[config.mk]
export PLATFORM = sky130hd
export DESIGN_NAME = hamming_decoder_pipe
export DESIGN_NICKNAME = d
export VERILOG_FILES = /design/src/rtl/hamming_pkg.sv /design/src/rtl/hamming_syndrome.sv /design/src/rtl/hamming_decoder_pipe.sv
export SDC_FILE = /design/constraint.sdc
export NUM_CORES = 1
export LEC_CHECK = 0
export CAP_MARGIN = 10
export CORE_MARGIN = 2
export CORE_UTILIZATION = 52
export CTS_CLUSTER_DIAMETER = 60
export DETAILED_ROUTE_END_ITERATION = 7
export HOLD_SLACK_MARGIN = 0.12
export PLACE_DENSITY = 0.85
export SLEW_MARGIN = 20
export SYNTH_ARGS = -nofsm -noshare
export SYNTH_HDL_FRONTEND = slang
export SYNTH_SLANG_ARGS = --single-unit
[constraint.sdc]
create_clock -name clk -period 5.09 [get_ports clk]
set_clock_uncertainty 0.1 [all_clocks]
set_input_delay 0.509 -clock clk [delete_from_list [all_inputs] [get_ports clk]]
set_output_delay 0.509 -clock clk [all_outputs]
set_load 0.02 [all_outputs]
[src/rtl/hamming_pkg.sv]
// Shared Hamming(7,4) definitions for the encoder and decoder: widths, codeword bit map,
// syndrome-to-bit table and the pipeline stage payloads.
package hamming_pkg;

    localparam int CODE_W = 7;
    localparam int DATA_W = 4;
    localparam int SYN_W  = 3;

    localparam int P1_IDX = 0;
    localparam int P2_IDX = 1;
    localparam int D1_IDX = 2;
    localparam int P4_IDX = 3;
    localparam int D2_IDX = 4;
    localparam int D3_IDX = 5;
    localparam int D4_IDX = 6;

    // Indexed by syndrome {s2,s1,s0}; each entry marks the codeword bit to invert.
    localparam logic [CODE_W-1:0] SYN_FLIP [0:7] = '{
        7'b0000000,
        7'b0000001,
        7'b0000010,
        7'b0000100,
        7'b0001000,
        7'b0010000,
        7'b0100000,
        7'b1000000
    };

    typedef struct packed {
        logic [CODE_W-1:0] code;
        logic [SYN_W-1:0]  syn;
    } s1_t;

    typedef struct packed {
        logic [DATA_W-1:0] data;
        logic              err;
        logic [SYN_W-1:0]  syn;
    } s2_t;

    function automatic logic [DATA_W-1:0] extract_data(input logic [CODE_W-1:0] c);
        return {c[D1_IDX], c[D2_IDX], c[D3_IDX], c[D4_IDX]};
    endfunction

endpackage

[src/rtl/hamming_syndrome.sv]
// Hamming(7,4) syndrome generator; purely combinational, zero latency.
// No flow control: output follows the code input.
module hamming_syndrome
    import hamming_pkg::*;
(
    input  logic [CODE_W-1:0] code,
    output logic [SYN_W-1:0]  syn
);

    assign syn[0] = code[P1_IDX] ^ code[D1_IDX] ^ code[D2_IDX] ^ code[D4_IDX];
    assign syn[1] = code[P2_IDX] ^ code[D1_IDX] ^ code[D3_IDX] ^ code[D4_IDX];
    assign syn[2] = code[P4_IDX] ^ code[D2_IDX] ^ code[D3_IDX] ^ code[D4_IDX];

endmodule

[src/rtl/hamming_decoder_pipe.sv]
// Two-stage Hamming(7,4) single-error-correcting decoder with corrected-word counter; latency 2 cycles.
// Valid/ready backpressure: output holds while out_ready=0, S1 fills, then in_ready drops.
module hamming_decoder_pipe
    import hamming_pkg::*;
#(
    parameter int CNT_W = 8
)
(
    input  logic              clk,
    input  logic              rst_n,
    input  logic              in_valid,
    input  logic [CODE_W-1:0] in_code,
    output logic              in_ready,
    output logic              out_valid,
    input  logic              out_ready,
    output logic [DATA_W-1:0] out_data,
    output logic              out_err,
    output logic [SYN_W-1:0]  out_syn,
    input  logic              clr_cnt,
    output logic [CNT_W-1:0]  err_cnt
);

    logic              s1_valid;
    logic              s2_valid;
    logic              en1;
    logic              en2;
    logic [SYN_W-1:0]  in_syn;
    logic [CODE_W-1:0] fixed_code;
    logic              out_xfer;
    s1_t               s1_q;
    s2_t               s2_d;
    s2_t               s2_q;

    hamming_syndrome u_syndrome (
        .code (in_code),
        .syn  (in_syn)
    );

    assign en2      = !s2_valid || out_ready;
    assign en1      = !s1_valid || en2;
    assign in_ready = en1;

    assign fixed_code = s1_q.code ^ SYN_FLIP[s1_q.syn];
    assign s2_d.data  = extract_data(fixed_code);
    assign s2_d.err   = |s1_q.syn;
    assign s2_d.syn   = s1_q.syn;

    always_ff @(posedge clk or negedge rst_n) begin
        if (!rst_n) begin
            s1_valid <= 1'b0;
            s1_q     <= '0;
            s2_valid <= 1'b0;
            s2_q     <= '0;
        end else begin
            // Valid bits always follow the upstream stage when enabled; payload only loads on a real word.
            if (en1) begin
                s1_valid <= in_valid;
                if (in_valid) begin
                    s1_q.code <= in_code;
                    s1_q.syn  <= in_syn;
                end
            end
            if (en2) begin
                s2_valid <= s1_valid;
                if (s1_valid) begin
                    s2_q <= s2_d;
                end
            end
        end
    end

    assign out_valid = s2_valid;
    assign out_data  = s2_q.data;
    assign out_err   = s2_q.err;
    assign out_syn   = s2_q.syn;

    assign out_xfer = s2_valid && out_ready;

    always_ff @(posedge clk or negedge rst_n) begin
        if (!rst_n) begin
            err_cnt <= '0;
        end else if (clr_cnt) begin
            err_cnt <= '0;
        end else if (out_xfer && s2_q.err && (err_cnt != {CNT_W{1'b1}})) begin
            err_cnt <= err_cnt + CNT_W'(1);
        end
    end

endmodule
* Word-level counts from Yosys, hierarchy flattened *
Memories as Yosys holds them, arrays and structs flattened.
Cells that the tools add are included.

operators by class
  $lt $le $gt $ge = 1
  bitwise operators = 11
  equality and inequality tests = 1
  reduce and logical (&&, ||, !) cells = 11
  mux-type cells = 4
  $add $sub $neg = 1

operators with widths
  kind                                          count
  2-to-1 mux 8 bit                              2
  2-to-1 mux 7 bit                              2
  XOR 1 bit                                     9
  adder 8 x 1 -> 8 bit (second input constant)  1
  != test 8 bit (second input constant)         1
  XOR 7 bit                                     1
  >= comparator 4 bit (second input constant)   1
  NOT 3 -> 4 bit                                1
  AND reduction 2 bit                           2
  logical AND 1 bit                             3
  OR reduction 3 bit                            1
  zero test 1 bit                               2
  logical OR 1 bit                              2
  nonzero test 2 bit                            1

storage, ports and cells
  bits in read-only memories = 56
  output and inout port bits = 18
  memories kept = 1
  register bits after elaboration = 28

memories
  memory           depth  width  rd ports  clocked after Yosys merged registers in  wr ports  line                        source
  (no name shown)  8      7      1         0                                        0         hamming_decoder_pipe.sv:43  assign fixed_code = s1_q.code ^ SYN_FLIP[s1_q.syn];

* Logic depth before layout (Yosys ltp) *
Gate-level depths: netlist of run 1.

  depth after elaboration = 5
  depth in mapped cells = 4

* By module *
From an unflattened synthesis of run 1, not the netlist that was laid out.

unflattened totals
  cell total of the unflattened synthesis = 105
  area, all modules = 1,265.0 sq um

by module, submodules not included
  module                instances  area an instance (sq um)  seq. area each (sq um)  cells each
  hamming_decoder_pipe  1          1,194.9                   625.6                   97
  hamming_syndrome      1          70.1                      0.0                     8

* Worst setup path after synthesis of run 1 *
OpenSTA, ideal clock, no wires.

  path kind = register to register
  start = register err_cnt[0]
  end = register err_cnt[3]
  data required time = 4,865 ps
  path slack = 3,330 ps
  clock period less this slack = 1,760 ps
  path buffers = 0
  arrival time = 1,535 ps
  stages on the path, launching flop included = 5
  path through = dfrtp_1 -> ha_1 -> and4_1 -> a211oi_1 -> mux2_2

on the way
  longest elaborated chain between the ends = 3
  elaborated cells on any way between the ends = 6
  classes of those cells = add/sub: 1; eq/ne: 1; mux: 2; reduce/logical: 2

ends and longest elaborated chain
  item                                                           line                                                    source
  from (decl)                                                    hamming_decoder_pipe.sv:20                              output logic [CNT_W-1:0] err_cnt
  from (signal assigned)                                         hamming_decoder_pipe.sv:85                              err_cnt <= err_cnt + CNT_W'(1);
  adder 8 x 1 -> 8 bit / != test 8 bit (equally long branches)   hamming_decoder_pipe.sv:85, hamming_decoder_pipe.sv:84
  2-to-1 mux 8 bit / logical AND 1 bit (equally long branches)   hamming_decoder_pipe.sv:84                              end else if (out_xfer && s2_q.err && (err_cnt != {CNT_W{1'b1}})) begin
  2-to-1 mux 8 bit / nonzero test 2 bit (equally long branches)  -

Parallel ways exist; a longest one is shown, timed or not. The select of a mux whose other input is x is not followed.
A chain may end at the register's enable or synchronous reset.

* Worst setup path after layout of run 1 *
  start = input port out_ready
  end = output port in_ready

on the way
  longest elaborated chain between the ends = 2

ends and longest elaborated chain
  item              line                        source
  from (decl)       hamming_decoder_pipe.sv:15  input logic out_ready,
  logical OR 1 bit  hamming_decoder_pipe.sv:39  assign en2 = !s2_valid || out_ready;
  logical OR 1 bit  hamming_decoder_pipe.sv:40  assign en1 = !s1_valid || en2;
  to (decl)         hamming_decoder_pipe.sv:13  output logic in_ready,

Every way passes these cells.

==> run metrics, run 1 <==
CP Capture Type output port; share of post-route cells with drive strength above 1 15.9%; static leakage about 0.00064 uW; Die ar. roughly 2800 um^2; Worst Max-Slew Pin Slew 0.538 ns; Comb pwr share approximately 36%; largest net degree at the start of global routing 26; syn nets ~120; post-route minimum period between 2 and 2.5 ns; Switching Fraction around a third; Final ANT Viol Nets 0; worst min path class reg -> reg; Reg2Reg Setup Slack ~3.2 ns; routability cong. 0.765; final hold slack 0.423 ns; area delta synth->final 28.6%; CTS Buffer Depth 2; Residual DRC 0; CP max-delay cell clkdlybuf4s50_1; GRT Util Overall between 20% and 30%; Sw Pwr between 150 and 200 uW; CP Launch Type input pin; overall power roughly 570 uW; most common cell type on the critical path clkdlybuf4s50_1; setup TNS 0 ns; Power Density approximately 360 nW/um^2; warnings from Yosys 0; mapped cell area ~1200 um^2; Worst Setup SP out_ready; CTS root buf clkbuf_4; top_reg_cell synth dfrtp_1; worst r2r dst err_cnt[0]; WS Path Type in -> out; fillcell total about 160; Peak Freq 0.405 GHz; RSZ-0062 raised after global routing no; worst flop-to-flop path startpoint err_cnt[0]; Worst Reg-to-Reg Cells 4; row cnt 17; Slew HR between 60% and 70%; CP Cell Sequence clkdlybuf4s50_1 -> nand3b_1 -> clkdlybuf4s50_1; CP max stage delay slightly above 0.6 ns; Detail Placement HPWL roughly 2000 um; htree depth 1; CP Capture Point in_ready; flops & latches, synth 25; First-pass DRT Iterations 4; initial DRC count 31; critical path required time between 4 and 5 ns; Clk pwr share 15.0%; Worst-path clk slew 0.13 ns; Gate Count Post-Synth roughly 110; Synth Area per Inst 11.8 um^2; worst hold path stage count 1; most frequent cells in the layout clkdlybuf4s50_1 (28), dfrtp_1 (25), mux2_2 (16), xnor2_1 (10); WL final 2610 um; CP Max Fanout 6; I/O pin count 30; Final Hold Vio Count 0; Buffers on Ports 29; status completed; WL/cell roughly 16 um; Initial Util between 50% and 60%; Sink Count 25; Async SR Flop Fraction 100%; gr ovfl total 0; CTS tree done; Finish-stage setup viols 0; P_int ~380 uW; DIE WIDTH 52.8 um; crit share post-route a little under 50%; global-route wire length before repair 4330 um; Placeable Area between 2000 and 2500 um^2; Final nets between 150 and 200; # Post-CTS Setup Buffers 0; CTS buffer count 3; Max-Cap Viols 0; hold_buf cts 0; sequential cell fraction of total power slightly below 50%; Post-synth EDFFs 0; crit path DAT roughly 1.9 ns; diodes inserted 0; initial antenna violation count 0; worst IR drop on VDD 0.000279 V; clock latency on the worst-skew pair a little over 0.3 ns; Netlist cell types 30; sequential fraction of the synthesis area between 50% and 60%; Core Util, Final roughly 71%; vias in the first global route around 940; commonest non-fill, non-tap cell in the layout clkdlybuf4s50_1; post-cts resize count 0; Max Slew Vio Count 0; detailed-route vias per instance roughly 6; DR vias 969; die height about 53 um
-- per-stage QoR --
stage	cell area [um^2]	instances	worst slack (ns)
floorplan	1240	105	3.33
finish	1590	166	2.62
global route	1590	166	2.55
global placement	1560	161	2.65
detailed placement	1560	161	2.63
CTS	1590	165	2.62
-- layer usage --
layer  share of wire [%]  wire (um)  global-route usage, %  vias up
met3                 5.0        131                   3.71        4
met4                 1.0         27                   7.26        0
met5                   0          0                      0        -
met1                  43       1130                   29.0      475
li1                    -          -                      -      449
met2                  50       1320                   35.6       41
-- kinds of logic (layout without fill, tap and decap cells) --
| kind of cell | count (synthesis) | in the layout | share of synthesized area [%] |
|---|---|---|---|
| buffers and inverters | 2 | 35 | 0.605 |
| AND/OR/NAND/NOR | 34 | 34 | 16.7 |
| XOR/XNOR | 12 | 12 | 8.48 |
| AO/OA/AOI/OAI | 14 | 14 | 7.37 |
| flip-flops | 25 | 25 | 50.5 |
| multiplexers | 17 | 17 | 15.4 |
| adder cells (fa/ha/maj) | 1 | 1 | 1.01 |
-- area by class of cell --
| cell class | count | area, um^2 | share of cell area, % |
|---|---|---|---|
| Clock buffer | 3 | 22.5 | 1.41 |
| Clock inverter | 1 | 5.00 | 0.314 |
| Inverter | 1 | 3.75 | 0.236 |
| Multi-Input combinational cell | 78 | 606 | 38.0 |
| Sequential cell | 25 | 626 | 39.3 |
| Tap cell | 28 | 35.0 | 2.20 |
| Timing Repair Buffer | 30 | 295 | 18.5 |
-- state kept, by name (all words and copies together) (netlist names) --
signal / count
out_syn: 3
out_err: 1
s1_valid: 1
out_data: 4
s1_q: 7
err_cnt: 8
out_valid: 1
-- cells in the mapped netlist, drive strengths merged, types with 2 or more instances --
library cell / count / share of area (%)
xnor2: 10 / 7.1
a21oi: 5 / 2.0
nor3: 2 / 0.81
a211oi: 2 / 1.2
nand3: 3 / 1.2
a31oi: 2 / 1.0
and3: 3 / 1.5
mux2: 16 / 15
dfrtp: 25 / 51
nand2b: 5 / 2.5
and4: 2 / 1.4
nand3b: 4 / 2.4
nor2b: 2 / 1.0
a311oi: 2 / 1.4
xor2: 2 / 1.4
nand2: 4 / 1.4
nor2: 3 / 0.91
and2: 2 / 1.0
-- how the worst min path moves through the flow --
stage           startpoint     endpoint  slack [ns]
4_1_cts        out_data[1]  out_data[1]        0.43
2_1_floorplan        rst_n   err_cnt[0]        0.11
6_report       out_data[1]  out_data[1]        0.42
3_3_place_gp   out_data[0]  out_data[0]        0.39
3_5_place_dp   out_data[1]  out_data[1]        0.40
5_1_grt        out_data[1]  out_data[1]        0.45
-- worst max-delay path: cells and delay by family --
family / cells / cell delay [ns]
buffers and inverters: 2 / 1.16
and+or+nand+nor: 1 / 0.18
-- power groups by stage --
stage / clock [uW] / combinational [uW] / sequential, uW
after floorplan: 0 / 77.5 / 312
after global placement: 0 / 199 / 279
after detailed placement: 0 / 207 / 284
after CTS: 88.6 / 208 / 280
after global routing: 96.4 / 219 / 287
final: 86.2 / 206 / 281
Power figures use the tool's default switching activity.
==> run 2, diff against run 1 <==
--- a/config.mk
+++ b/config.mk
@@ -7,11 +7,11 @@
 export LEC_CHECK = 0
 export CAP_MARGIN = 10
 export CORE_MARGIN = 2
-export CORE_UTILIZATION = 52
+export CORE_UTILIZATION = 43
 export CTS_CLUSTER_DIAMETER = 60
 export DETAILED_ROUTE_END_ITERATION = 7
 export HOLD_SLACK_MARGIN = 0.12
-export PLACE_DENSITY = 0.85
+export PLACE_DENSITY = 0.76
 export SLEW_MARGIN = 20
 export SYNTH_ARGS = -nofsm -noshare
 export SYNTH_HDL_FRONTEND = slang
==> constraint.sdc (replaced) <==
create_clock -name clk -period 2 [get_ports clk]
set_clock_uncertainty 0.1 [all_clocks]
set_input_delay 0.2 -clock clk [delete_from_list [all_inputs] [get_ports clk]]
set_output_delay 0.2 -clock clk [all_outputs]
set_load 0.02 [all_outputs]
==> run 2 against run 1 <==
- sequential power rose to 2.5 times the previous value
- largest power group unchanged
- largest cell class unchanged
- die area up 19%
- design area increased by 0.39%
- global-route usage down 6.2 points
==> run metrics, run 2 (synthesis results as in run 1) <==
status completed; Slew HR 75.6% (+11 points); crit share post-route a little over nine tenths; post-cts resize count 0 (unchanged); diodes inserted 0 (unchanged); multi-input logic area 606 um^2 (unchanged); hold_buf cts 0 (unchanged); Buffers on Ports 29 (unchanged); CTS tree done; htree depth 1 (unchanged); Final ANT Viol Nets 0 (unchanged); gr ovfl total 0 (unchanged); setup TNS 0 ns (unchanged); static leakage 0.000645 uW (about the same); Max Slew Vio Count 0 (unchanged); Worst Reg-to-Reg Cells 4 (unchanged); CTS root buf clkbuf_4; CTS buffer count 3 (unchanged); DIE WIDTH 57.7 um (+9.2%); die height 57.7 um (+9.2%); Worst-path clk slew 0.14 ns (about the same); Die ar. 3330 um^2 (+19%); Max-Cap Viols 0 (unchanged); register area 626 um^2 (unchanged); Top reg by flops err_cnt; area delta synth->final 29.1%; CP Max Fanout 7 (+1); First-pass DRT Iterations 4 (unchanged); share of post-route cells with drive strength above 1 15.9% (unchanged); I/O pin count 30 (unchanged); crit path DAT 1.58 ns (-0.28 ns); initial antenna violation count 0 (unchanged); Detail Placement HPWL 1810 um (-9.4%); Final Hold Vio Count 0 (unchanged); CP Launch Type flip-flop; worst r2r dst err_cnt[0]; Finish-stage setup viols 0 (unchanged); worst IR drop on VDD 0.000512 V (+84%); worst flop-to-flop path startpoint err_cnt[0]; max FFs per register 8 (unchanged); Power Density 905 nW/um^2 (+150%); CP Capture Type output port; Reg2Reg Setup Slack 0.17 ns (-3.05 ns); WL/cell 14.2 um (-9.9%); row cnt 19 (+2); CTS Buffer Depth 2 (unchanged); GRT Util Overall 15.5% (-6.2 points); critical path required time 1.70 ns (-2.78 ns); most frequent cells in the layout clkdlybuf4s50_1 (29), dfrtp_1 (25), mux2_2 (16), xnor2_1 (10); # Post-CTS Setup Buffers 0 (unchanged); vias in the first global route 902 (-4.2%); Initial Util 44.9% (-11 points); global-route wire length before repair 4070 um (-6.0%); clock latency on the worst-skew pair 0.31 ns (about the same); WS Path Type reg -> out; worst min path class in -> async; DR vias 943 (-2.7%); Residual DRC 0 (unchanged); detailed-route vias per instance 5.58 (-4.4%); Final nets 152 (unchanged); largest net degree at the start of global routing 26 (unchanged); routability cong. 0.801 (+4.7%); commonest non-fill, non-tap cell in the layout clkdlybuf4s50_1; initial DRC count 34 (+9.7%); post-route minimum period roughly 1.9 ns; overall power 1450 uW (+150%); fillcell total 244 (+51%); Worst Max-Slew Pin Slew 0.365 ns (-0.173 ns); Placeable Area 2760 um^2 (+23%); Sink Count 25 (unchanged); Peak Freq around 0.53 GHz; WL final 2390 um (-8.3%); RSZ-0062 raised after global routing no
## run 2: cell types whose count changed in the layout (fill, tap and decap cells not counted)
cell,delta
buf_2,-1
buf_4,+1
dlygate4sd3_1,-1
clkdlybuf4s50_1,+1
## run 2: area by class of cell
class / instances / area share, %
Multi-Input combinational cell: 78 / 37.9
Clock inverter: 1 / 0.313
Timing Repair Buffer: 30 / 18.6
Tap cell: 31 / 2.43
Clock buffer: 3 / 1.41
Sequential cell: 25 / 39.1
Inverter: 1 / 0.235
## run 2: per-stage QoR
step	instances	setup slack [ns]	utilization [%]	cell area [um^2]	hold slack (ns)
after detailed placement	165	0.122	57.0	1570	0.392
final	169	0.115	58.0	1600	0.128
after global routing	169	0.00527	58.0	1600	0.135
after CTS	169	0.108	58.0	1600	0.129
after floorplan	105	0.240	-	1240	-0.196
after global placement	165	0.180	57.0	1570	0.389
## run 2: critical path: stages, from the launching register on
cell	delay (ns)
dfrtp_1	0.47
nand3b_1	0.18
clkdlybuf4s50_1	0.62
## run 2: worst max path at each step
stage / from / to / slack [ns] / depth (start not counted)
detailed placement: out_ready / in_ready / 0.12 / 3
floorplan: err_cnt[0] / err_cnt[3] / 0.24 / 4
finish: out_valid / in_ready / 0.12 / 2
global route: out_valid / in_ready / 0.005 / 2
CTS: out_valid / in_ready / 0.11 / 2
global placement: out_ready / in_ready / 0.18 / 3
## run 2: report_power, final
| group | internal (uW) | leakage, uW | switching (uW) |
|---|---|---|---|
| Combinational | 289 | 0.000322 | 226 |
| Sequential | 613 | 0.000305 | 93.9 |
| Clock | 74.7 | 0.0000177 | 151 |
| Total | 976 | 0.000645 | 471 |
## run 2: per-layer routing
metal | global-route usage (%) | vias up | routed length (um)
li1 | - | 452 | -
met1 | 20.6 | 462 | 1040
met2 | 26.6 | 27 | 1200
met3 | 2.46 | 2 | 136
met4 | 3.99 | 0 | 16
met5 | 0 | - | 0
==> edit 1 (flow settings as in run 2) <==
Put one more register stage on the output `err_cnt`. The value now appears one clock later. The other outputs are not delayed to match.
--- a/src/rtl/hamming_decoder_pipe.sv
+++ b/src/rtl/hamming_decoder_pipe.sv
@@ -21,2 +21,4 @@
 );
+
+    logic [CNT_W-1:0] err_cnt_s0;
 
@@ -80,7 +82,7 @@
         if (!rst_n) begin
-            err_cnt <= '0;
+            err_cnt_s0 <= '0;
         end else if (clr_cnt) begin
-            err_cnt <= '0;
-        end else if (out_xfer && s2_q.err && (err_cnt != {CNT_W{1'b1}})) begin
-            err_cnt <= err_cnt + CNT_W'(1);
+            err_cnt_s0 <= '0;
+        end else if (out_xfer && s2_q.err && (err_cnt_s0 != {CNT_W{1'b1}})) begin
+            err_cnt_s0 <= err_cnt_s0 + CNT_W'(1);
         end
@@ -88,2 +90,6 @@
 
+    always_ff @(posedge clk) begin
+        err_cnt <= err_cnt_s0;
+    end
+
 endmodule
Check against the original RTL: not equivalent (Yosys sat finds a counterexample within 4 cycles, from zero or initial values and one cycle with rst_n low).
==> edit 1 against run 2 <==
- sequential cell count is 8 higher
- largest power group unchanged
- non-clock buffer count is 1 higher
- maximum frequency is 1.1% higher
- first-iteration DRC count is 41% lower
- total power is 8.7% higher
- area after synthesis is 9.2% higher
- design area is 9.9% higher
- critical endpoint unchanged
- highest routed layer unchanged
- wire length is 1.8% lower
- worst setup slack better by 0.020 ns
- via count is 4.3% higher
- sequential power is 16% higher
==> edit 1: results (changes against run 2) <==
* Synth area leaders: dfrtp_1, dfxtp_1, mux2_2
* Placer Congestion at 0.739 (-7.7%)
* DR iter-0 viols at 20 (-41%)
* Leak at 0.733 nW (+14%)
* Outcome: complete, no violations
* Layout cells sized above 1 at 0.128 (-0.0312)
* Synth Area in Adders at 0.00925 (-0.000850)
* CTS clk-pin slew, worst paths at 0.10 ns (-0.04 ns)
* First-pass GRT wire length at 4.11 mm (+1.0%)
* Vias/cell at 4.92 (-12%)
* Compound-cell area share of the yosys netlist at 0.0620 (-0.0118)
* CP Max Fanout at 5 (-2)
* Hold Slack at 0.126 ns (-0.00203 ns)
* WP data arrival at 1.56 ns (-0.02 ns)
* Clock Latency Late Sink at 0.33 ns (+0.02 ns)
* R2r setup slk at 0.20 ns (+0.03 ns)
* Worst-Margin Slew at 0.312 ns (-0.0531 ns)
* Post-synthesis net count at 132 (+12%)
* Tot GR Track Use at 0.158 (+0.00269)
* Ys async rst share at 0.758 (-0.242)
* TritonCTS buffer count at 5 (+2)
* FF-to-FF End: err_cnt_s0[5]$_DFFE_PN0P_
* Seq/Total Area, Yosys at 0.581 (+0.0759)
* Routed WL per cell at 11.7 µm (-17%)
* Fillcell total at 259 (+6.1%)
* Number of library cell types mapped by synthesis at 28 (-6.7%)
edit 1: cell types whose count changed after synthesis, sizes merged, moves of 3 or more:
cell   delta
xnor2     -3
xor2      +6
nor2      +6
nand2    +12
mux2      -9
a21oi     -4
dfxtp     +8
o21ai     +8
edit 1: per-stage QoR:
stage / util / instances
final: 0.581 / 200
after global routing: 0.581 / 200
after CTS: 0.581 / 200
after detailed placement: 0.561 / 192
after global placement: 0.561 / 192
after floorplan: - / 119
edit 1: worst max path at each step:
stage               cells after the start                  start                   to
floorplan                               3  out_valid$_DFFE_PN0P_  s1_q[5]$_DFFE_PN0P_
global placement                        3              out_ready             in_ready
detailed placement                      3              out_ready             in_ready
CTS                                     2  out_valid$_DFFE_PN0P_             in_ready
global route                            2  out_valid$_DFFE_PN0P_             in_ready
finish                                  2  out_valid$_DFFE_PN0P_             in_ready
edit 1: power breakdown:
part	switching [mW]	internal, mW
clock	0.198	0.173
sequential	0.0702	0.750
combinational	0.181	0.201
total	0.449	1.12
edit 1: cell type report:
cell class | count | area share
tap | 44 | 0.0313
multi-input combinational | 83 | 0.312
clock buffer | 8 | 0.0335
timing repair buffer | 31 | 0.174
inverter | 1 | 0.00214
sequential | 33 | 0.447
edit 1: metal layers:
metal | wire, µm | part of all wire | track usage
met3 | 149 | 0.063 | 0.0606
met2 | 1220 | 0.52 | 0.286
met5 | 0 | 0 | 0
met4 | 41 | 0.017 | 0.0667
met1 | 935 | 0.40 | 0.160
edit 1: cell families (layout without fill, tap and decap cells):
kind of cell | Yosys count | after routing
and+or+nand+nor | 43 | 43
DFF | 33 | 33
xor gates and xnor gates | 15 | 15
AOI/OAI and AO/OA | 14 | 14
muxes | 10 | 10
buffers and inverters | 3 | 40
adders and majority gates | 1 | 1
edit 1: worst max-delay path: stages (launching register included):
cell and delay [ns]:
dfrtp_1 0.44, nand3b_1 0.17, clkdlybuf4s50_1 0.63
==> edit 2 (config.mk and constraints of run 2) <==
Without the edit above. The parameter `CNT_W` goes from 8 to 9.
--- a/src/rtl/hamming_decoder_pipe.sv
+++ b/src/rtl/hamming_decoder_pipe.sv
@@ -5,3 +5,3 @@
 #(
-    parameter int CNT_W = 8
+    parameter int CNT_W = 9
 )
Ports: changed (resized err_cnt); port bits go from 30 to 31. The function was not compared with the original's and may differ.
==> edit 2 against run 2 <==
- design area rose by 9.7%
- wire length rose by 8.2%
- sequential cell count rose by 1
- critical endpoint is now err_cnt[5]$_DFFE_PN0P_
- highest routed layer unchanged
- via count rose by 1.7%
- count of clock-buffer cells in the layout did not move
- total power rose by 14%
- worst setup slack got worse by 0.032 ns
- area after synthesis fell by 0.71%
==> edit 2: results (changes against run 2) <==
* Antenna diodes at 0 (unchanged)
* Clock Latency Late Sink at 0.33 ns (+0.02 ns)
* Leak at 0.715 nW (+11%)
* WP data arrival at 2.07 ns (+0.49 ns)
* Placer Congestion at 0.795 (-0.79%)
* CP Max Fanout at 6 (-1)
* Vias in the first global route at 1006 (+12%)
* Worst-Margin Slew at 0.435 ns (+0.0703 ns)
* Largest net degree at the start of global routing at 27 (+3.8%)
* Number of library cell types mapped by synthesis at 23 (-23%)
* Tot GR Track Use at 0.174 (+0.0190)
* Ys Warns at 0 (unchanged)
* Switching share of power at 0.304 (-0.0218)
* DR iter-0 viols at 17 (-50%)
* Peak supply drop at 0.729 mV (+42%)
* Largest register FFs at 9 (+1)
* Delay-heaviest family, CP: simple AND/OR/NAND/NOR gates
* Pre-antenna DRT Iters at 6 (+2)
* Met3 Use GR at 0.0204 (-0.00415)
* TritonCTS buffer count at 3 (unchanged)
* Fin nets at 161 (+5.9%)
* Layout cells sized above 1 at 0.281 (+0.121)
* Post-synthesis net count at 117 (-0.85%)
* Outcome: complete, no violations
* First-pass GRT wire length at 4.53 mm (+11%)
* Commonest cells in the synthesized netlist: dfrtp_1, mux2_2, xnor2_1, a21oi_1, nand2_1
* Met2 usage in global routing at 0.295 (+0.0292)
* Worst setup startpoint: err_cnt[0]$_DFFE_PN0P_
* Slowest stage cell on the critical path: or4_4
* Routed WL at 2.59 mm (+8.2%)
* Port buffer count at 30 (+3.4%)
* Seq/Total Area, Yosys at 0.529 (+0.0239)
* Synth area leaders: dfrtp_1, mux2_2, xnor2_1
* Via count at 959 (+1.7%)
* Final HPWL DP at 1.82 mm (+0.21%)
* Critical path's largest stage delay at 0.51 ns (-0.11 ns)
==> edit 2: path summary, 6_finish.rpt <==
check | cells after the start | slack [ns] | end
worst max-delay path | 7 | 0.08 | err_cnt[5]$_DFFE_PN0P_
worst min-delay path | 2 | 0.12 | out_data[0]$_DFFE_PN0P_
worst max register to register | 7 | 0.08 | err_cnt[5]$_DFFE_PN0P_
worst min register to register | 1 | 0.43 | out_data[1]$_DFFE_PN0P_
max in group asynchronous | 2 | 1.39 | err_cnt[1]$_DFFE_PN0P_
min in group clk | 2 | 0.37 | s1_valid$_DFFE_PN0P_
==> edit 2: per-stage QoR <==
stage | std cells | area [µm²] | hold WS (ns) | setup WS [ns] | utilization
detailed placement | 171 | 1630 | 0.399 | -0.0386 | 0.597
global placement | 171 | 1630 | 0.389 | 0.0436 | 0.597
finish | 177 | 1750 | 0.121 | 0.0829 | 0.642
floorplan | 103 | 1230 | -0.196 | 0.000281 | -
global route | 177 | 1750 | 0.151 | -0.00619 | 0.642
CTS | 175 | 1700 | 0.129 | 0.0239 | 0.622
==> edit 2: logic make-up after synthesis <==
logic type / share of synthesized area
simple gates: 0.139
flops: 0.529
mux: 0.144
compound gates: 0.0641
xor+xnor: 0.0926
buf+inv: 0.0102
fa+ha+maj: 0.0203
==> edit 2: repair_timing <==
item                                    in CTS  in global routing
gates cloned                                 0                  1
pin swaps                                    0                  3
endpoints found under the hold margin        0                  0
endpoints found under the setup margin       6                  6
buffers inserted                             0                  1
gates resized for setup                      3                  9
==> edit 2: routing by layer <==
layer | vias up | part of all wire
met5 | - | 0
met4 | 0 | 0.015
met3 | 4 | 0.022
met2 | 18 | 0.51
met1 | 482 | 0.45
li1 | 455 | -
==> edit 2: layout make-up <==
cell class | count | area [µm²]
inverters | 1 | 3.75
multi-input cells | 74 | 622
well taps | 31 | 38.8
fillers | 220 | 980
flip-flops and latches | 26 | 653
clock inverters | 1 | 30.0
repair buffers | 41 | 384
clock buffers | 3 | 22.5
==> edit 2: power by group through the flow <==
| stage | Clock (mW) | Combinational [mW] | Sequential [mW] |
|---|---|---|---|
| floorplan | 0 | 0.201 | 0.815 |
| global placement | 0 | 0.538 | 0.725 |
| detailed placement | 0 | 0.549 | 0.730 |
| CTS | 0.375 | 0.557 | 0.722 |
| global route | 0.395 | 0.598 | 0.747 |
| finish | 0.364 | 0.561 | 0.727 |
